File: config.mk
export PLATFORM = sky130hd
export DESIGN_NAME = echo_capture_ctrl
export DESIGN_NICKNAME = d
export VERILOG_FILES = /design/src/rtl/echo_capture_ctrl_pkg.sv /design/src/rtl/echo_capture_ctrl_rate_div.sv /design/src/rtl/echo_capture_ctrl.sv
export SDC_FILE = /design/constraint.sdc
export NUM_CORES = 1
export LEC_CHECK = 0
export BUFFER_PORTS_ARGS = -buffer_cell sky130_fd_sc_hd__buf_2
export CAP_MARGIN = 20
export CORE_UTILIZATION = 52
export DETAILED_ROUTE_END_ITERATION = 7
export PLACE_DENSITY_LB_ADDON = 0.05
export SYNTH_ARGS = -nofsm -noshare
export SYNTH_HDL_FRONTEND = slang
export SYNTH_HIERARCHICAL = 1
export SYNTH_SLANG_ARGS = --single-unit
export TNS_END_PERCENT = 100
File: constraint.sdc
create_clock -name SYS_CLK -period 3.1 [get_ports SYS_CLK]
set_input_delay 0.31 -clock SYS_CLK [delete_from_list [all_inputs] [get_ports SYS_CLK]]
set_output_delay 0.31 -clock SYS_CLK [all_outputs]
set_load 0.01 [all_outputs]
File: src/rtl/echo_capture_ctrl_pkg.sv
// Shared definitions for the echo capture controller: data widths,
// default timing/frame constants, FSM state codes and the FIFO word helper.
// Optional feature macro used by the top: ECHO_CAPTURE_TAG_EN.
package echo_capture_ctrl_pkg;

    localparam int DATA_W         = 16;
    localparam int CNT_W          = 15;

    localparam int DEF_SAMPLE_DIV = 64;
    localparam int DEF_ENA_CYCLES = 48;
    localparam int DEF_FRAME_LEN  = 16384;

    typedef logic [1:0] state_t;

    localparam state_t ST_IDLE    = 2'd0;
    localparam state_t ST_CAPTURE = 2'd1;
    localparam state_t ST_HALT    = 2'd2;

    // The ADC returns one redundant LSB; the stored word is the raw value
    // shifted down by one, which also frees bit 15 for the optional marker.
    function automatic logic [DATA_W-1:0] fifo_word(input logic [DATA_W-1:0] raw);
        return raw >> 1;
    endfunction

endpackage

File: src/rtl/echo_capture_ctrl_rate_div.sv
// Sample-period divider for the echo capture controller: counts
// 0..SAMPLE_DIV-1 while capturing and drives a registered ADC enable that is
// high for the first ENA_CYCLES counts of every period.
module capture_rate_div
    import echo_capture_ctrl_pkg::*;
#(
    parameter int SAMPLE_DIV = DEF_SAMPLE_DIV,
    parameter int ENA_CYCLES = DEF_ENA_CYCLES
) (
    input  logic clk,
    input  logic rst,
    input  logic run_next,
    input  logic restart,
    output logic ena
);

    localparam int DIV_W = (SAMPLE_DIV > 1) ? $clog2(SAMPLE_DIV) : 1;

    logic [DIV_W-1:0] div_q;
    logic [DIV_W-1:0] div_d;
    logic             ena_q;
    logic             ena_d;

    // Next divider value: restart at 0 on frame start, wrap at period end, park at 0 when not capturing
    always_comb begin
        div_d = '0;
        if (run_next && !restart) begin
            if (div_q == DIV_W'(SAMPLE_DIV - 1)) begin
                div_d = '0;
            end else begin
                div_d = div_q + DIV_W'(1);
            end
        end
        ena_d = run_next && (div_d < DIV_W'(ENA_CYCLES));
    end

    // Divider and enable registers, enable computed from the next count so it lines up with it
    always_ff @(posedge clk) begin
        if (rst) begin
            div_q <= '0;
            ena_q <= 1'b0;
        end else begin
            div_q <= div_d;
            ena_q <= ena_d;
        end
    end

    assign ena = ena_q;

endmodule

File: src/rtl/echo_capture_ctrl.sv
// Echo capture controller: paces an SPI ADC at a fixed sample rate after an
// ARM pulse, forwards each converted word to a FIFO, counts a frame of
// FRAME_LEN samples and halts with a sticky OVERRUN flag if the FIFO fills.
// Optional macro ECHO_CAPTURE_TAG_EN marks the first word of each frame
// by setting bit 15.
module echo_capture_ctrl
    import echo_capture_ctrl_pkg::*;
#(
    parameter int SAMPLE_DIV = DEF_SAMPLE_DIV,
    parameter int ENA_CYCLES = DEF_ENA_CYCLES,
    parameter int FRAME_LEN  = DEF_FRAME_LEN
) (
    input  logic              SYS_CLK,
    input  logic              RST,
    input  logic              ON,
    input  logic              ARM,
    output logic              ADC_ENA,
    input  logic              ADC_FIN,
    input  logic [DATA_W-1:0] ADC_DATA,
    output logic              FIFO_WR,
    output logic [DATA_W-1:0] FIFO_DATA,
    input  logic              FIFO_FULL,
    output logic              BUSY,
    output logic              DONE,
    output logic              OVERRUN,
    output logic [CNT_W-1:0]  SAMPLE_CNT
);

    state_t            state_q;
    state_t            state_d;
    logic              fin_prev_q;
    logic              full_prev_q;
    logic              fifo_wr_q;
    logic              fifo_wr_d;
    logic [DATA_W-1:0] fifo_data_q;
    logic [DATA_W-1:0] fifo_data_d;
    logic              done_q;
    logic              done_d;
    logic              overrun_q;
    logic              overrun_d;
    logic [CNT_W-1:0]  sample_cnt_q;
    logic [CNT_W-1:0]  sample_cnt_d;

    logic              fin_rise;
    logic              full_rise;
    logic              start;
    logic              run_next;
    logic [CNT_W-1:0]  cnt_inc;
    logic [DATA_W-1:0] word;

    // Frame FSM: ON low always wins; a FIN rise either stores a word or, with the FIFO full, halts
    always_comb begin
        state_d      = state_q;
        fifo_wr_d    = 1'b0;
        fifo_data_d  = fifo_data_q;
        done_d       = 1'b0;
        overrun_d    = overrun_q;
        sample_cnt_d = sample_cnt_q;
        start        = 1'b0;
        fin_rise     = ADC_FIN & ~fin_prev_q;
        full_rise    = FIFO_FULL & ~full_prev_q;
        cnt_inc      = sample_cnt_q + CNT_W'(1);
        word         = fifo_word(ADC_DATA);
`ifdef ECHO_CAPTURE_TAG_EN
        if (sample_cnt_q == '0) begin
            word[DATA_W-1] = 1'b1;
        end
`endif
        if (!ON) begin
            state_d = ST_IDLE;
        end else begin
            case (state_q)
                ST_IDLE: begin
                    if (ARM && !FIFO_FULL) begin
                        state_d      = ST_CAPTURE;
                        sample_cnt_d = '0;
                        overrun_d    = 1'b0;
                        start        = 1'b1;
                    end
                end
                ST_CAPTURE: begin
                    if (fin_rise && !FIFO_FULL) begin
                        fifo_wr_d    = 1'b1;
                        fifo_data_d  = word;
                        sample_cnt_d = cnt_inc;
                        if (cnt_inc == CNT_W'(FRAME_LEN)) begin
                            done_d  = 1'b1;
                            state_d = ST_IDLE;
                        end
                    end else if (FIFO_FULL && (fin_rise || full_rise)) begin
                        state_d   = ST_HALT;
                        overrun_d = 1'b1;
                    end
                end
                ST_HALT: begin
                    state_d = ST_HALT;
                end
                default: begin
                    state_d = ST_IDLE;
                end
            endcase
        end
        run_next = (state_d == ST_CAPTURE);
    end

    // Control and data registers; the edge detectors track their inputs in every state
    always_ff @(posedge SYS_CLK) begin
        if (RST) begin
            state_q      <= ST_IDLE;
            fin_prev_q   <= 1'b0;
            full_prev_q  <= 1'b0;
            fifo_wr_q    <= 1'b0;
            fifo_data_q  <= '0;
            done_q       <= 1'b0;
            overrun_q    <= 1'b0;
            sample_cnt_q <= '0;
        end else begin
            state_q      <= state_d;
            fin_prev_q   <= ADC_FIN;
            full_prev_q  <= FIFO_FULL;
            fifo_wr_q    <= fifo_wr_d;
            fifo_data_q  <= fifo_data_d;
            done_q       <= done_d;
            overrun_q    <= overrun_d;
            sample_cnt_q <= sample_cnt_d;
        end
    end

    capture_rate_div #(
        .SAMPLE_DIV (SAMPLE_DIV),
        .ENA_CYCLES (ENA_CYCLES)
    ) u_rate_div (
        .clk      (SYS_CLK),
        .rst      (RST),
        .run_next (run_next),
        .restart  (start),
        .ena      (ADC_ENA)
    );

    assign FIFO_WR    = fifo_wr_q;
    assign FIFO_DATA  = fifo_data_q;
    assign BUSY       = (state_q == ST_CAPTURE);
    assign DONE       = done_q;
    assign OVERRUN    = overrun_q;
    assign SAMPLE_CNT = sample_cnt_q;

endmodule
==> flow_summary_export.csv, run 1 <==
group,metric,value,unit
sta,finalMaxSlewViolations,0,
worst_setup_path,critPathCaptureType,"register",
sta,finalWorstSetupSlack,455.2,ps
synthesis,synth_area_per_cell,8.309,sq um
clock_network,cts_setup_buffers,0,
layout,final_common_cell,"buf_2",
worst_hold_path,hold_path.class,"primary input to register",
worst_setup_path,start_kind,"register",
job,max-cap-violations,0,
synthesis,synth_compound_area_share,18.35,%
power_and_ir_drop,switchingPower,234.1,uW
synthesis,synth_xor_xnor_area_share,4.059,%
clock_network,clk_latency,300,ps
die,die_x,65.96,um
placed_design,post-place-ws,487.3,ps
layout,drive_above_1_share,26.38,%
power_and_ir_drop,clkPwrFrac,41.6,%
detailed_routing,firstDrtPassIters,4,
synthesis,synth_top_area_share,41.41,%
die,core,3799,sq um
synthesis,synthFlopType,"dfxtp_1",
detailed_routing,drc,0,
sta,period_share,85.32,%
die,ios,58,
layout,layout_common_cells,"55 x buf_2, 44 x dfxtp_1, 36 x nand2_1, 34 x a21oi_1, 24 x nor2_1",
synthesis,syn-cell-area,2127,sq um
clock_network,tritoncts,"yes",
detailed_routing,ant_nets,0,
run_status,status,"completed",
clock_network,cts_inserted_buffers,5,
synthesis,synth_adder_area_share,1.176,%
global_route,grt_pass1_wl,7672,um
worst_setup_path,crit_path_cell_trace,"ha_1 > and3_1 > and4_4 > xor2_2 > nor4_2 > a31oi_1 > or3b_1 > o21bai_4 > nor2_2",
clock_network,cts_sinks,44,
synthesis,synth_top_cell_by_area,"dfxtp_1",
sta,rsz0062_at_grt,"false",
die,initial_core_util,55.99,%
sta,finalHoldViolCount,0,
sta,clock_skew,4.361,ps
detailed_routing,wl_per_cell,13.20,um
power_and_ir_drop,p_sw_share,22.04,%
layout,final_cells,355,
synthesis,yosysUniqueCellTypes,53,
layout,diodes,0,
die,die_y,65.96,um
power_and_ir_drop,powerDensity,423.2,nW/um^2
global_route,grt_max_degree,40,
synthesis,synth_nets,280,
detailed_routing,drt_iter0_markers,84,
power_and_ir_drop,p_int,828.2,uW
global_route,grt_pass1_vias,1657,
die,die_area,4350,sq um
global_route,overflow,0,
layout,area_growth,18.00,%
clock_network,cts.clk_slew.worst_paths,80,ps
synthesis,synth_edf_count,0,
clock_network,htreeDepth,2,
sta,maxSlewHeadroom,53.19,%
synthesis,syn_inst,256,
power_and_ir_drop,combPwrFrac,4.6,%
layout,fill_cells,355,
power_and_ir_drop,p_leak,1.053,nW
sta,setup_tns,0,ps
placed_design,io_buffers,55,
global_route,grt_use_total,22.84,%
clock_network,cts_buffer_depth,2,
worst_setup_path,arrival,2890,ps
worst_setup_path,critPathMaxStageDelay,470,ps
placed_design,gp_congestion,0.8147,
worst_setup_path,crit_slowest_cell,"dfxtp_1",
clock_network,ctsResizeCount,0,
synthesis,yosys.area_share.simple,28.88,%
die,row_count,22,
sta,setup_viol_count_final,0,
power_and_ir_drop,peakVddDrop,0.2306,mV
synthesis,yosys-mux-area-fraction,0.4706,%
clock_network,root_buffer,"clkbuf_8",
power_and_ir_drop,seqPwrFrac,53.8,%
synthesis,synth_top_family_by_area,"simple AND/OR/NAND/NOR gates",
detailed_routing,via_count,1915,
sta,tightest_slew,702.1,ps
synthesis,yosys-top-cells-area,"dfxtp_1 41%, a21oi_1 8.0%, nand2_1 6.4%",
detailed_routing,viasPerCell,5.394,
placed_design,dp.cells,347,
synthesis,synth-seq-cells,44,
placed_design,place_hpwl,3125,um
global_route,antenna_found_initial,0,
sta,period_minus_slack,2645,ps
synthesis,ys_warn_count,6,
synthesis,seq_area_frac_synth,41.41,%
layout,post-route-util,66.07,%
layout,final_nets,330,
worst_setup_path,critPathMaxFanout,8,
detailed_routing,drt-total-wl,4686,um
worst_setup_path,crit_type,"register to register",
clock_network,cts_hold_buf,0,
synthesis,async_flop_share,0,%
sta,max_freq,0.3781,GHz
worst_setup_path,required,3350,ps
layer usage:
metal	wire [um]	up-vias	GRT usage [%]
met2	2206	36	37.24
met1	2251	881	29.83
li1	-	992	-
met5	0	-	0
met4	67	0	8.777
met3	160	6	3.966
cell type report:
cell class / count / area, sq um / area share, %
timing repair buffer: 59 / 305.3 / 12.16
sequential: 44 / 880.8 / 35.09
multi-input combinational: 190 / 1130 / 45.01
clock buffer: 5 / 68.82 / 2.742
inverter: 6 / 22.52 / 0.8973
clock inverter: 3 / 42.54 / 1.695
tap: 48 / 60.06 / 2.393
cell families (layout without fill, tap and decap cells):
group,after synthesis,count (layout)
DFF,44,44
buffers and inverters,22,73
other,1,1
muxes,1,1
xor gates and xnor gates,9,9
adders and majority gates,2,2
and+or+nand+nor,113,113
AOI/OAI and AO/OA,64,64
flip-flops by register name (all words and copies together) (netlist names):
signal and flops:
FIFO_DATA 15, state_q 2, FIFO_WR 1, full_prev_q 1
SAMPLE_CNT 15, OVERRUN 1, DONE 1, fin_prev_q 1
u_rate_div/ena 1, u_rate_div/div_q 6
synthesized netlist by cell type (2+ instances only):
| cell type | n |
|---|---|
| a21oi_1 | 34 |
| a22oi_1 | 2 |
| a311oi_1 | 3 |
| a31oi_1 | 4 |
| and3_1 | 6 |
| and4_1 | 4 |
| and4_4 | 2 |
| buf_2 | 5 |
| buf_4 | 3 |
| buf_6 | 2 |
| clkbuf_1 | 5 |
| dfxtp_1 | 44 |
| ha_1 | 2 |
| inv_1 | 6 |
| nand2_1 | 36 |
| nand2b_1 | 3 |
| nand3_1 | 6 |
| nand3b_1 | 8 |
| nand4_1 | 3 |
| nor2_1 | 24 |
| nor2b_1 | 3 |
| nor3_1 | 2 |
| nor3_2 | 2 |
| o21ai_0 | 10 |
| or3_1 | 2 |
| or3b_1 | 2 |
| xnor2_1 | 6 |
| xor2_1 | 2 |
worst max-delay path, delay by kind of cell, from the launching register on:
| family | cells | cell delay [ps] |
|---|---|---|
| and+or+nand+nor | 5 | 1170 |
| DFF | 1 | 470 |
| adders and majority gates | 1 | 270 |
| xor gates and xnor gates | 1 | 150 |
| AOI/OAI and AO/OA | 2 | 540 |
power groups by stage:
stage | clock network [mW] | registers [mW] | logic, mW
floorplan | 0 | 0.585 | 0.0280
global route | 0.474 | 0.572 | 0.0553
finish | 0.442 | 0.571 | 0.0491
global placement | 0 | 0.584 | 0.0492
detailed placement | 0 | 0.585 | 0.0493
CTS | 0.448 | 0.571 | 0.0496
path summary, 6_finish.rpt:
check / start / end / slack [ps] / cells after the start
worst max-delay path: SAMPLE_CNT[0] / u_rate_div/div_q[3] / 460 / 9
worst min-delay path: ADC_DATA[12] / FIFO_DATA[11] / 240 / 3
worst max register to register: SAMPLE_CNT[0] / u_rate_div/div_q[3] / 460 / 9
worst min register to register: FIFO_DATA[4] / FIFO_DATA[4] / 450 / 2
metrics by stage:
stage	hold slack, ps	area (sq um)	total power [mW]
after detailed placement	443.3	2399	0.6339
after global routing	229.0	2510	1.102
after global placement	439.3	2399	0.6334
after floorplan	427.3	2127	0.6130
after CTS	235.5	2510	1.069
final	235.4	2510	1.062
No activity file was read; power rests on OpenSTA's default activity.
==> run 2: changes to the inputs <==
MAX_ROUTING_LAYER = met4   (was unset)
==> run 2 against run 1 <==
Non-clock buffer count did not move. Count of clock-buffer cells in the layout did not move. First-iteration DRC count rose by 1.2%. Global-route usage rose by 0.61 points. Via count rose by 0.26%. Worst hold slack improved by 2.3 ps. Sequential cell count did not move. Routed wire length barely moved. Power fell by 0.17%. Sequential power barely moved. Clock skew barely moved.
==> flow_summary_export.csv, run 2 (same netlist as run 1, synthesis figures left out) <==
group,metric,value,unit
run_status,status,"completed",
worst_setup_path,critPathCaptureType,"register",
worst_setup_path,critPathMaxStageDelay,460,ps
layout,layout_common_cells,"55 x buf_2, 44 x dfxtp_1, 36 x nand2_1, 34 x a21oi_1, 24 x nor2_1",
sta,max_freq,0.3794,GHz
detailed_routing,drc,0,
clock_network,cts_hold_buf,0,
power_and_ir_drop,p_int,828.2,uW
layout,fill_cells,355,
layout,final_nets,330,
die,core,3799,sq um
detailed_routing,viasPerCell,5.408,
layout,diodes,0,
clock_network,root_buffer,"clkbuf_8",
global_route,grt_pass1_wl,7665,um
die,die_x,65.96,um
clock_network,cts_buffer_depth,2,
power_and_ir_drop,powerDensity,422.5,nW/um^2
worst_hold_path,whs_path_depth,3,
power_and_ir_drop,seqPwrFrac,53.9,%
power_and_ir_drop,p_leak,1.053,nW
placed_design,post-place-ws,487.3,ps
global_route,grt_pass1_vias,1659,
placed_design,place_hpwl,3125,um
sta,period_share,85.03,%
detailed_routing,drt_iter0_markers,85,
detailed_routing,via_count,1920,
clock_network,cts_setup_buffers,0,
clock_network,cts.clk_slew.worst_paths,80,ps
worst_hold_path,hold_path.class,"primary input to register",
job,max-cap-violations,0,
die,initial_core_util,55.99,%
global_route,grt_max_degree,40,
worst_setup_path,crit_type,"register to register",
sta,tightest_slew,711.5,ps
clock_network,cts_sinks,44,
worst_setup_path,r2r_cells,9,
detailed_routing,firstDrtPassIters,4,
sta,worst_hold_slack,237.7,ps
sta,finalWorstSetupSlack,464.1,ps
worst_setup_path,required,3340,ps
worst_setup_path,crit_slowest_cell,"dfxtp_1",
power_and_ir_drop,p_sw_share,21.91,%
power_and_ir_drop,clkPwrFrac,41.5,%
layout,final_common_cell,"buf_2",
placed_design,dp.cells,347,
sta,finalMaxSlewViolations,0,
sta,setup_tns,0,ps
clock_network,tritoncts,"yes",
global_route,overflow,0,
sta,finalHoldViolCount,0,
sta,setup_viol_count_final,0,
power_and_ir_drop,peakVddDrop,0.2306,mV
power_and_ir_drop,switchingPower,232.3,uW
clock_network,ctsResizeCount,0,
layout,final_cells,355,
sta,rsz0062_at_grt,"false",
power_and_ir_drop,combPwrFrac,4.6,%
die,die_area,4350,sq um
layout,drive_above_1_share,26.38,%
clock_network,cts_inserted_buffers,5,
clock_network,htreeDepth,2,
layout,multiInputGateArea,1130,sq um
placed_design,gp_congestion,0.8268,
detailed_routing,ant_nets,0,
sta,maxSlewHeadroom,52.57,%
global_route,grt_use_total,23.45,%
global_route,antenna_found_initial,0,
die,row_count,22,
placed_design,io_buffers,55,
detailed_routing,wl_per_cell,13.19,um
sta,period_minus_slack,2636,ps
worst_setup_path,critPathMaxFanout,8,
sta,clock_skew,4.581,ps
worst_setup_path,start_kind,"register",
die,die_y,65.96,um
layout,register_area,880.8,sq um
worst_setup_path,crit_path_cell_trace,"ha_1 > and3_1 > and4_4 > xor2_2 > nor4_2 > a31oi_1 > or3b_1 > o21bai_4 > nor2_2",
power_and_ir_drop,power,1.061,mW
clock_network,clk_latency,300,ps
detailed_routing,drt-total-wl,4684,um
layout,area_growth,18.00,%
die,ios,58,
worst_setup_path,arrival,2880,ps
-- run 2: final timing paths --
check                                    from                   to  slack (ps)
worst min-delay path             ADC_DATA[12]        FIFO_DATA[11]         240
worst max register to register  SAMPLE_CNT[0]  u_rate_div/div_q[3]         460
worst max-delay path            SAMPLE_CNT[0]  u_rate_div/div_q[3]         460
worst min register to register   FIFO_DATA[4]         FIFO_DATA[4]         450
-- run 2: cell type report --
cell class,count,area share [%]
clock buffers,5,2.742
clock inverters,3,1.695
inverters,6,0.8973
multi-input cells,190,45.01
flip-flops and latches,44,35.09
well taps,48,2.393
repair buffers,59,12.16
-- run 2: layer usage --
metal | share of wire (%) | global-route usage (%)
met5 | 0 | -
met4 | 1.5 | 8.777
met3 | 4.2 | 3.966
met2 | 47 | 37.37
met1 | 47 | 29.72
-- run 2: metrics by stage --
| step | utilization (%) | area (sq um) |
|---|---|---|
| after floorplan | - | 2127 |
| after global placement | 63.14 | 2399 |
| after detailed placement | 63.14 | 2399 |
| after CTS | 66.07 | 2510 |
| after global routing | 66.07 | 2510 |
| final | 66.07 | 2510 |
-- run 2: power groups by stage --
stage	Clock [mW]	Sequential [mW]	Combinational (mW)
3_5_place_dp	0	0.585	0.0493
3_3_place_gp	0	0.584	0.0492
2_1_floorplan	0	0.585	0.0280
6_report	0.440	0.571	0.0491
5_1_grt	0.473	0.572	0.0553
4_1_cts	0.448	0.571	0.0496
-- run 2: critical path: cells and delay by family (launching register included) --
family	cells	cell delay (ps)
AND/OR/NAND/NOR	5	1170
adder cells (fa/ha/maj)	1	270
AO/OA/AOI/OAI	2	540
XOR/XNOR	1	150
flip-flops	1	460
==> run 3: changes to the inputs <==
ABC_AREA = 1   (was unset)
BUFFER_PORTS_ARGS = unset   (was -buffer_cell sky130_fd_sc_hd__buf_2)
CORE_UTILIZATION = 60   (was 52)
DONT_BUFFER_PORTS = 1   (was unset)
==> run 3 against run 2 <==
Final area shrank 14%. Largest cell class unchanged. Sequential cell count is the same. Clock skew grew 5.2 ps. Count of clock-buffer cells in the layout grew 2. First-iteration DRC count grew 20%. Die area shrank 15%.
==> flow_summary_export.csv, run 3 <==
group,metric,value,unit
power_and_ir_drop,clkPwrFrac,31.8,%
detailed_routing,firstDrtPassIters,4,
detailed_routing,drt_iter0_markers,102,
clock_network,htreeDepth,2,
clock_network,clk_latency,340,ps
die,core,3153,sq um
global_route,grt.busiest_layer,"met2",
layout,register_area,880.8,sq um
synthesis,synth_top_area_share,42.49,%
power_and_ir_drop,p_int,694.7,uW
synthesis,synth_top_cell_by_area,"dfxtp_1",
sta,rsz0062_at_grt,"false",
placed_design,place_hpwl,2806,um
placed_design,io_buffers,0,
layout,post-route-util,68.41,%
power_and_ir_drop,combPwrFrac,4.6,%
placed_design,place_area,2085,sq um
sta,max_freq,0.4373,GHz
layout,drive_above_1_share,7.973,%
worst_setup_path,path_buf_inv,1,
power_and_ir_drop,p_leak,0.7939,nW
synthesis,ys_warn_count,6,
synthesis,synth-seq-cells,44,
synthesis,synth_nets,323,
clock_network,cts_sinks,44,
die,row_count,20,
run_status,status,"completed",
worst_hold_path,worstHoldEndpoint,"fin_prev_q",
detailed_routing,wl_per_cell,11.42,um
clock_network,root_buffer,"clkbuf_4",
synthesis,netlist_top_cells_count,"72 x nand2_1, 60 x nor2_1, 44 x dfxtp_1, 25 x inv_1, 19 x nand3_1",
global_route,overflow,0,
detailed_routing,viasPerCell,5.206,
power_and_ir_drop,power,905.7,uW
worst_setup_path,r2r-start,"SAMPLE_CNT[1]",
clock_network,ctsResizeCount,0,
layout,diodes,0,
worst_setup_path,cpLargestDelayFamily,"simple AND/OR/NAND/NOR gates",
synthesis,syn_inst,299,
sta,period_share,73.77,%
die,die_y,60.78,um
power_and_ir_drop,switchingPower,210.9,uW
sta,finalMaxSlewViolations,0,
clock_network,cts_buffer_depth,2,
worst_setup_path,crit_type,"register to register",
global_route,grt_max_degree,29,
power_and_ir_drop,peakVddDrop,0.3298,mV
power_and_ir_drop,seqPwrFrac,63.6,%
clock_network,cts.clk_slew.worst_paths,130,ps
layout,fill_cells,291,
worst_setup_path,critPathMaxStageDelay,480,ps
worst_setup_path,crit_slowest_cell,"dfxtp_1",
power_and_ir_drop,p_sw_share,23.29,%
clock_network,cts_inserted_buffers,5,
global_route,antenna_found_initial,0,
sta,clock_skew,9.764,ps
die,ios,58,
global_route,grt_pass1_vias,1515,
layout,design_area,2157,sq um
sta,maxSlewHeadroom,47.62,%
sta,setup_viol_count_final,0,
worst_setup_path,critPathCaptureType,"register",
clock_network,tritoncts,"yes",
die,die_area,3694,sq um
worst_hold_path,hold_path.class,"primary input to register",
synthesis,syn-cell-area,2073,sq um
power_and_ir_drop,powerDensity,419.9,nW/um^2
layout,final_nets,324,
synthesis,post-synth-top-count-cell,"nand2_1",
global_route,grtUsageMet3,7.036,%
detailed_routing,drc,0,
worst_setup_path,reg2reg_to,"u_rate_div/div_q[3]",
worst_setup_path,worst-r2r-setup-slack,810,ps
worst_setup_path,cp-startpoint,"SAMPLE_CNT[1]",
layout,multiInputGateArea,1040,sq um
detailed_routing,drt-total-wl,3940,um
sta,setup_tns,0,ps
job,max-cap-violations,0,
sta,worst_hold_slack,69.84,ps
sta,tightest_slew,783.2,ps
synthesis,yosys-top-cells-area,"dfxtp_1 42%, nand2_1 13%, nor2_1 11%",
worst_setup_path,arrival,2520,ps
synthesis,synthFlopType,"dfxtp_1",
global_route,grt.met1_usage,27.27,%
synthesis,synth_edf_count,0,
worst_hold_path,whs_path_depth,2,
worst_setup_path,crit_path_cell_trace,"ha_1 > nand2_1 > nor2_4 > nand3_1 > nand2_1 > nand2_1 > nor2_1 > nand2_1 > nor2_1 > nand3_1 > nand2_1 > nand2_1 > inv_1 > nor2_4 > nand3_1 > nor2_1",
synthesis,seq_area_frac_synth,42.49,%
synthesis,synth_area_per_cell,6.934,sq um
synthesis,async_flop_share,0,%
worst_setup_path,critPathMaxFanout,6,
sta,period_minus_slack,2287,ps
die,initial_core_util,65.75,%
worst_hold_path,worstHoldStart,"ADC_FIN",
detailed_routing,via_count,1796,
layout,area_growth,4.044,%
sta,finalHoldViolCount,0,
detailed_routing,ant_nets,0,
global_route,grt_use_total,23.47,%
die,die_x,60.78,um
global_route,gr-usage-met2,39.56,%
layout,layout_common_cells,"72 x nand2_1, 60 x nor2_1, 44 x dfxtp_1, 25 x inv_1, 19 x nand3_1",
layout,final_common_cell,"nand2_1",
worst_setup_path,required,3340,ps
worst_setup_path,crit_top_cell,"nand2_1",
global_route,grt_pass1_wl,6327,um
placed_design,gp_congestion,0.8111,
worst_setup_path,start_kind,"register",
worst_setup_path,r2r_cells,16,
synthesis,yosysUniqueCellTypes,29,
## run 3: cell types whose count changed after synthesis, moves of 4 or more
cell / previous run / this run
a21oi_1: 34 / 17
nor2_4: 0 / 4
a31oi_1: 4 / 0
nand3b_1: 8 / 0
inv_1: 6 / 25
and3_1: 6 / 0
nor2_1: 24 / 60
nand2_1: 36 / 72
and4_1: 4 / 0
xnor2_1: 6 / 1
nand3_1: 6 / 19
o21ai_0: 10 / 18
## run 3: timing repair
action,CTS,global route
endpoints found under the hold margin,0,20
hold buffers,0,1
setup buffers,0,0
## run 3: worst max path at each step
stage,end,slack [ps],depth (start not counted)
finish,u_rate_div/div_q[3],810,16
global route,u_rate_div/div_q[1],590,16
floorplan,u_rate_div/div_q[0],1150,14
detailed placement,u_rate_div/div_q[2],800,16
global placement,u_rate_div/div_q[5],840,16
CTS,u_rate_div/div_q[3],780,16
## run 3: cell type report
type | count | share of cell area, %
Clock inverter | 1 | 0.3480
Inverter | 27 | 4.698
Tap cell | 44 | 2.552
Sequential cell | 44 | 40.84
Clock buffer | 7 | 2.552
Timing Repair Buffer | 2 | 0.8121
Multi-Input combinational cell | 220 | 48.20
## run 3: kinds of logic after synthesis
group | Yosys count | synth area share (%)
AOI/OAI and AO/OA | 42 | 11.04
buffers and inverters | 35 | 7.363
xor gates and xnor gates | 3 | 1.268
DFF | 44 | 42.49
other | 1 | 0.1809
and+or+nand+nor | 172 | 36.45
adders and majority gates | 2 | 1.207
## run 3: power by group through the flow
stage	Combinational (mW)	Clock [mW]	Sequential (mW)
6_report	0.0414	0.288	0.576
5_1_grt	0.0465	0.331	0.577
4_1_cts	0.0369	0.299	0.576
3_5_place_dp	0.0368	0	0.589
3_3_place_gp	0.0359	0	0.589
2_1_floorplan	0.0360	0	0.588
## run 3: per-layer routing
layer	up-vias	routed length, um
met2	58	1870
li1	951	-
met4	0	22
met3	2	259
met1	785	1787
met5	-	0
## run 3: stage by stage
step / setup slack [ps] / std cells
after floorplan: 1150 / 299
after global placement: 837.6 / 336
after detailed placement: 802.5 / 336
after CTS: 783.6 / 344
after global routing: 586.4 / 345
final: 813.2 / 345
